===== src/rtl/dpsk_pkg.sv =====
// Types and constants shared by the DPSK modulator and demodulator.
package dpsk_pkg;

    typedef enum logic [2:0] {
        GUARD,
        IDLE,
        START,
        DATA,
        STOP
    } dpsk_state_e;

    localparam logic START_SYM  = 1'b1;
    localparam logic STOP_SYM   = 1'b0;
    localparam int   DEF_WORD_W = 10;

endpackage


===== src/rtl/sync_2ff.sv =====
// Two-flop synchroniser for a single asynchronous input bit.
module sync_2ff (
    input  logic clk,
    input  logic rst,
    input  logic d,
    output logic q
);

    logic meta_q;
    logic sync_q;

    always_ff @(posedge clk or negedge rst) begin
        if (!rst) begin
            meta_q <= 1'b0;
            sync_q <= 1'b0;
        end else begin
            meta_q <= d;
            sync_q <= meta_q;
        end
    end

    assign q = sync_q;

endmodule


===== src/rtl/dpsk_demodulator.sv =====
// DPSK receiver: synchronise, mid-bit sample, XOR-decode and deframe LSB-first words.
//
// state | meaning
// GUARD | wait for CLKS_PER_BIT stable line cycles after reset
// IDLE  | track the line level, wait for an edge
// START | confirm the start edge at mid-bit
// DATA  | sample WORD_W data bits at mid-bit
// STOP  | sample the stop bit, publish word or flag error
module dpsk_demodulator
    import dpsk_pkg::*;
#(
    parameter int WORD_W       = DEF_WORD_W,
    parameter int CLKS_PER_BIT = 8
) (
    input  logic              clk,
    input  logic              rst,
    input  logic              line_in,
    output logic [WORD_W-1:0] word,
    output logic              word_valid,
    output logic              frame_err,
    output logic              busy
);

    localparam int CNT_W = $clog2(CLKS_PER_BIT);
    localparam int IDX_W = $clog2(WORD_W + 1);

    localparam logic [CNT_W-1:0] CNT_MID  = CNT_W'(CLKS_PER_BIT / 2 - 1);
    localparam logic [CNT_W-1:0] CNT_LAST = CNT_W'(CLKS_PER_BIT - 1);
    localparam logic [IDX_W-1:0] IDX_LAST = IDX_W'(WORD_W - 1);

    logic line_s;
    logic bit_now;

    dpsk_state_e       state_q, state_d;
    logic [CNT_W-1:0]  cnt_q, cnt_d;
    logic [IDX_W-1:0]  idx_q, idx_d;
    logic              ref_q, ref_d;
    logic [WORD_W-1:0] shreg_q, shreg_d;
    logic [WORD_W-1:0] word_q, word_d;
    logic              word_valid_q, word_valid_d;
    logic              frame_err_q, frame_err_d;
    logic              busy_q, busy_d;

    sync_2ff u_sync_line (
        .clk (clk),
        .rst (rst),
        .d   (line_in),
        .q   (line_s)
    );

    assign bit_now = line_s ^ ref_q;

    always_comb begin
        state_d      = state_q;
        cnt_d        = cnt_q;
        idx_d        = idx_q;
        ref_d        = ref_q;
        shreg_d      = shreg_q;
        word_d       = word_q;
        word_valid_d = 1'b0;
        frame_err_d  = 1'b0;
        busy_d       = busy_q;

        case (state_q)
            GUARD: begin
                ref_d  = line_s;
                busy_d = 1'b0;
                if (line_s != ref_q) begin
                    cnt_d = '0;
                end else if (cnt_q == CNT_LAST) begin
                    cnt_d   = '0;
                    state_d = IDLE;
                end else begin
                    cnt_d = cnt_q + 1'b1;
                end
            end
            IDLE: begin
                // ref keeps the pre-edge level so START can compare against it
                if (line_s != ref_q) begin
                    state_d = START;
                    cnt_d   = '0;
                    busy_d  = 1'b1;
                end else begin
                    ref_d = line_s;
                end
            end
            START: begin
                if (cnt_q == CNT_MID) begin
                    cnt_d = '0;
                    if (bit_now == START_SYM) begin
                        ref_d   = line_s;
                        idx_d   = '0;
                        state_d = DATA;
                    end else begin
                        state_d = IDLE;
                        busy_d  = 1'b0;
                    end
                end else begin
                    cnt_d = cnt_q + 1'b1;
                end
            end
            DATA: begin
                if (cnt_q == CNT_LAST) begin
                    cnt_d   = '0;
                    ref_d   = line_s;
                    shreg_d = {bit_now, shreg_q[WORD_W-1:1]};
                    if (idx_q == IDX_LAST) begin
                        idx_d   = '0;
                        state_d = STOP;
                    end else begin
                        idx_d = idx_q + 1'b1;
                    end
                end else begin
                    cnt_d = cnt_q + 1'b1;
                end
            end
            STOP: begin
                if (cnt_q == CNT_LAST) begin
                    cnt_d   = '0;
                    ref_d   = line_s;
                    state_d = IDLE;
                    busy_d  = 1'b0;
                    if (bit_now == STOP_SYM) begin
                        word_d       = shreg_q;
                        word_valid_d = 1'b1;
                    end else begin
                        frame_err_d = 1'b1;
                    end
                end else begin
                    cnt_d = cnt_q + 1'b1;
                end
            end
            default: begin
                state_d = GUARD;
                cnt_d   = '0;
                busy_d  = 1'b0;
            end
        endcase
    end

    always_ff @(posedge clk or negedge rst) begin
        if (!rst) begin
            state_q      <= GUARD;
            cnt_q        <= '0;
            idx_q        <= '0;
            ref_q        <= 1'b0;
            shreg_q      <= '0;
            word_q       <= '0;
            word_valid_q <= 1'b0;
            frame_err_q  <= 1'b0;
            busy_q       <= 1'b0;
        end else begin
            state_q      <= state_d;
            cnt_q        <= cnt_d;
            idx_q        <= idx_d;
            ref_q        <= ref_d;
            shreg_q      <= shreg_d;
            word_q       <= word_d;
            word_valid_q <= word_valid_d;
            frame_err_q  <= frame_err_d;
            busy_q       <= busy_d;
        end
    end

    assign word       = word_q;
    assign word_valid = word_valid_q;
    assign frame_err  = frame_err_q;
    assign busy       = busy_q;

endmodule

===== config.mk =====
export PLATFORM = sky130hd
export DESIGN_NAME = dpsk_demodulator
export DESIGN_NICKNAME = d
export VERILOG_FILES = /design/src/rtl/dpsk_pkg.sv /design/src/rtl/sync_2ff.sv /design/src/rtl/dpsk_demodulator.sv
export SDC_FILE = /design/constraint.sdc
export NUM_CORES = 1
export LEC_CHECK = 0
export BUFFER_PORTS_ARGS = -buffer_cell sky130_fd_sc_hd__buf_2
export CORE_UTILIZATION = 52
export DETAILED_ROUTE_END_ITERATION = 12
export PLACE_DENSITY_LB_ADDON = 0.05
export SLEW_MARGIN = 20
export SYNTH_ARGS = -nofsm -noshare
export SYNTH_HDL_FRONTEND = slang
export SYNTH_HIERARCHICAL = 1
export SYNTH_SLANG_ARGS = --single-unit

===== constraint.sdc =====
create_clock -name clk -period 1.81 [get_ports clk]
set_input_delay 0.181 -clock clk [delete_from_list [all_inputs] [get_ports clk]]
set_output_delay 0.181 -clock clk [all_outputs]
set_load 0.01 [all_outputs]

==> out/results.txt <==
Grt total ovfl -> 0
Fin area -> 2060 um2
Final core utilization -> 65.4%
Vias in the first global route -> 1267
Total core area -> 3150 um2
Met2 WL -> 1670 um
DRT Wirelength -> 3520 um
CP peak stage delay -> 0.43 ns
Hold Crit Class -> reg -> reg
Via density -> 5.57
Endpoints failing hold -> 0
Slew margin rel. -> 47.6%
Share of cells above drive strength 1 -> 26.8%
Post-synth ARST share -> 100%
WL met3 -> 165 um
Slowest CP cell -> dfrtp_1
DRC violations left -> 0
Slew @ Worst Pin -> 0.786 ns
Yosys reg bits -> 36
Pwr dens -> 847 nW/um2
Total CTS buffers -> 5
Leak -> 1.07 nW
Syn Area/Cell -> 10.8 um2
Register area -> 901 um2
Clk buf depth -> 2
Min Tclk post-route -> 1.66 ns
Synth Net Count -> 173
Slew Viols, Final -> 0
Post-synth EDFFs -> 0
Via count -> 1325
First-pass GRT wire length -> 5790 um
Syn Std Cell Area -> 1780 um2
Critical-path cell list -> ha_1, nand2_1, a211oi_1, nor3_1, mux2_2
Tcrit/Tclk final -> 91.8%
Fmax -> 0.602 GHz
Fillcell total -> 286
Critical Path Start Type -> register
Initial antenna violation count -> 0
Sequential fraction of the synthesis area -> 50.6%
Initial DRC Count -> 70
Power consumption -> 1.75 mW
TritonCTS clock tree -> yes
# rows -> 20
Pre-CTS setup slack -> 0.237 ns
Run status -> finished clean
Library cells used by synthesis -> 44
Ys flop type -> dfrtp_1
Clock sink total -> 36
Crit end category -> register
Yosys warning total -> 6
H-tree levels -> 2
Worst Setup Path Type -> reg -> reg
RSZ-0062 raised after global routing -> no
Ant diodes -> 0
Final setup fails -> 0
Data arrival time of the critical path -> 1.89 ns
Largest net degree at the start of global routing -> 37
Mean routed wirelength per cell -> 14.8 um
Peak supply drop -> 0.434 mV
Chip Width -> 60.5 um
Setup WS post-layout -> 0.149 ns
Largest fanout on the critical path -> 5
CTS clock-pin slew for the worst setup and hold paths -> 0.11 ns
Final HPWL DP -> 2440 um
Initial core utilization -> 56.4%
Clock root buffer -> clkbuf_4
Mapped Cells -> 165
Clock Skew -> 0.00528 ns
Max cap viols -> 0
Footprint of the multi-input gates -> 822 um2
DP Area -> 1970 um2
TNS Setup -> 0 ns
Uppermost routed layer -> met4
Clk_lat worst skew -> 0.34 ns
DRT antenna net count -> 0
Post-layout nets -> 201
Gp weighted congestion -> 0.842
Area Overhead vs Synth -> 16.0%
Crit path required time -> 2.04 ns
I/O Buffers -> 15
Metal-1 WL -> 1660 um
DIE AREA -> 3660 um2
TritonRoute pass-1 iters -> 4
I/O Pins -> 16
Aggregate global-route resource usage -> 22.2%
Chip height -> 60.5 um
Post-CTS resize count -> 0
## synth_stat cells, types with 3 or more instances
master	n	area share, %
ha_1	5	3.5
nand3b_1	3	1.3
o21ai_0	5	1.4
mux2_2	3	1.9
clkbuf_1	3	0.63
nand2_1	35	7.4
mux2_4	9	7.6
a21oi_1	3	0.84
nand3_1	5	1.4
nor3_1	4	1.1
buf_2	3	0.84
inv_1	3	0.63
dfrtp_1	36	51
nor2b_1	5	1.8
nor2_1	8	1.7
## path summary, 6_finish.rpt
| path | startpoint | to | slack (ns) | cells after the start |
|---|---|---|---|---|
| setup / recovery | cnt_q[0]$_DFFE_PN0P_ | ref_q$_DFFE_PN0P_ | 0.15 | 5 |
| hold / removal | u_sync_line/meta_q$_DFF_PN0_ | u_sync_line/q$_DFF_PN0_ | 0.36 | 0 |
| setup reg to reg | cnt_q[0]$_DFFE_PN0P_ | ref_q$_DFFE_PN0P_ | 0.15 | 5 |
| hold reg to reg | u_sync_line/meta_q$_DFF_PN0_ | u_sync_line/q$_DFF_PN0_ | 0.36 | 0 |
| max in group asynchronous | rst | word[6]$_DFFE_PN0P_ | 0.87 | 2 |
| min in group asynchronous | rst | idx_q[0]$_DFFE_PN0P_ | 0.45 | 2 |
## power by group
| part | switching, mW | total [mW] | internal (mW) |
|---|---|---|---|
| registers | 0.0514 | 0.891 | 0.840 |
| clock network | 0.268 | 0.557 | 0.289 |
| logic | 0.165 | 0.299 | 0.135 |
| total | 0.484 | 1.75 | 1.26 |
## cells in the final DEF, fill, tap and decap left out, types with 2 or more instances in the layout
cell type      instances
a21oi_1                3
a211oi_1               2
nand2_1               35
dlygate4sd3_1          2
inv_1                  3
nor2_1                 8
mux2_2                 3
nor2b_1                5
nand4_1                2
clkbuf_4               5
nor3_1                 4
buf_2                 15
nand2b_1               2
nand3b_1               3
o21ai_0                5
a32oi_1                2
dfrtp_1               36
o21a_1                 2
mux2_4                 9
nand3_1                5
buf_4                 11
nor3b_1                2
ha_1                   5
## state kept, by name, summed over array words and instances (netlist names)
| signal | flops |
|---|---|
| busy | 1 |
| word_valid | 1 |
| frame_err | 1 |
| u_sync_line/meta_q | 1 |
| word | 10 |
| shreg_q | 10 |
| cnt_q | 3 |
| state_q | 3 |
| ref_q | 1 |
| u_sync_line/q | 1 |
| idx_q | 4 |
## area by class of cell
type,count,area share (%)
Inverter,3,0.546
Clock buffer,6,2.00
Timing Repair Buffer,29,9.58
Multi-Input combinational cell,118,39.8
Tap cell,44,2.67
Sequential cell,36,43.7
Clock inverter,2,1.70
## kinds of logic (layout without fill, tap and decap cells)
| group | count (synthesis) | count (layout) | share of synthesized area, % |
|---|---|---|---|
| XOR/XNOR | 2 | 2 | 2.04 |
| buffers and inverters | 11 | 40 | 3.16 |
| flip-flops | 36 | 36 | 50.6 |
| AND/OR/NAND/NOR | 72 | 72 | 19.6 |
| AO/OA/AOI/OAI | 27 | 27 | 11.6 |
| adder cells (fa/ha/maj) | 5 | 5 | 3.52 |
| multiplexers | 12 | 12 | 9.49 |
## worst max-delay path, delay by kind of cell, from the launching register on
family,cells,cell delay [ns]
flops,1,0.43
simple gates,2,0.40
mux,1,0.36
fa+ha+maj,1,0.24
compound gates,1,0.13
## per-stage QoR
step                      instances  hold slack (ns)
after CTS                       238            0.375
final                           238            0.362
after floorplan                 165           -0.115
after global routing            238            0.371
after global placement          228            0.292
after detailed placement        228            0.294
## metal layers
metal / vias up / GRT usage, %
li1: 633 / -
met1: 657 / 29.1
met2: 31 / 35.6
met3: 4 / 6.40
met4: 0 / 6.82
met5: - / 0
## repair_timing
item                      CTS  global route
hold buffers                2             0
hold endpoints to repair   37             0
setup buffers               0             0
Power figures use the tool's default switching activity.
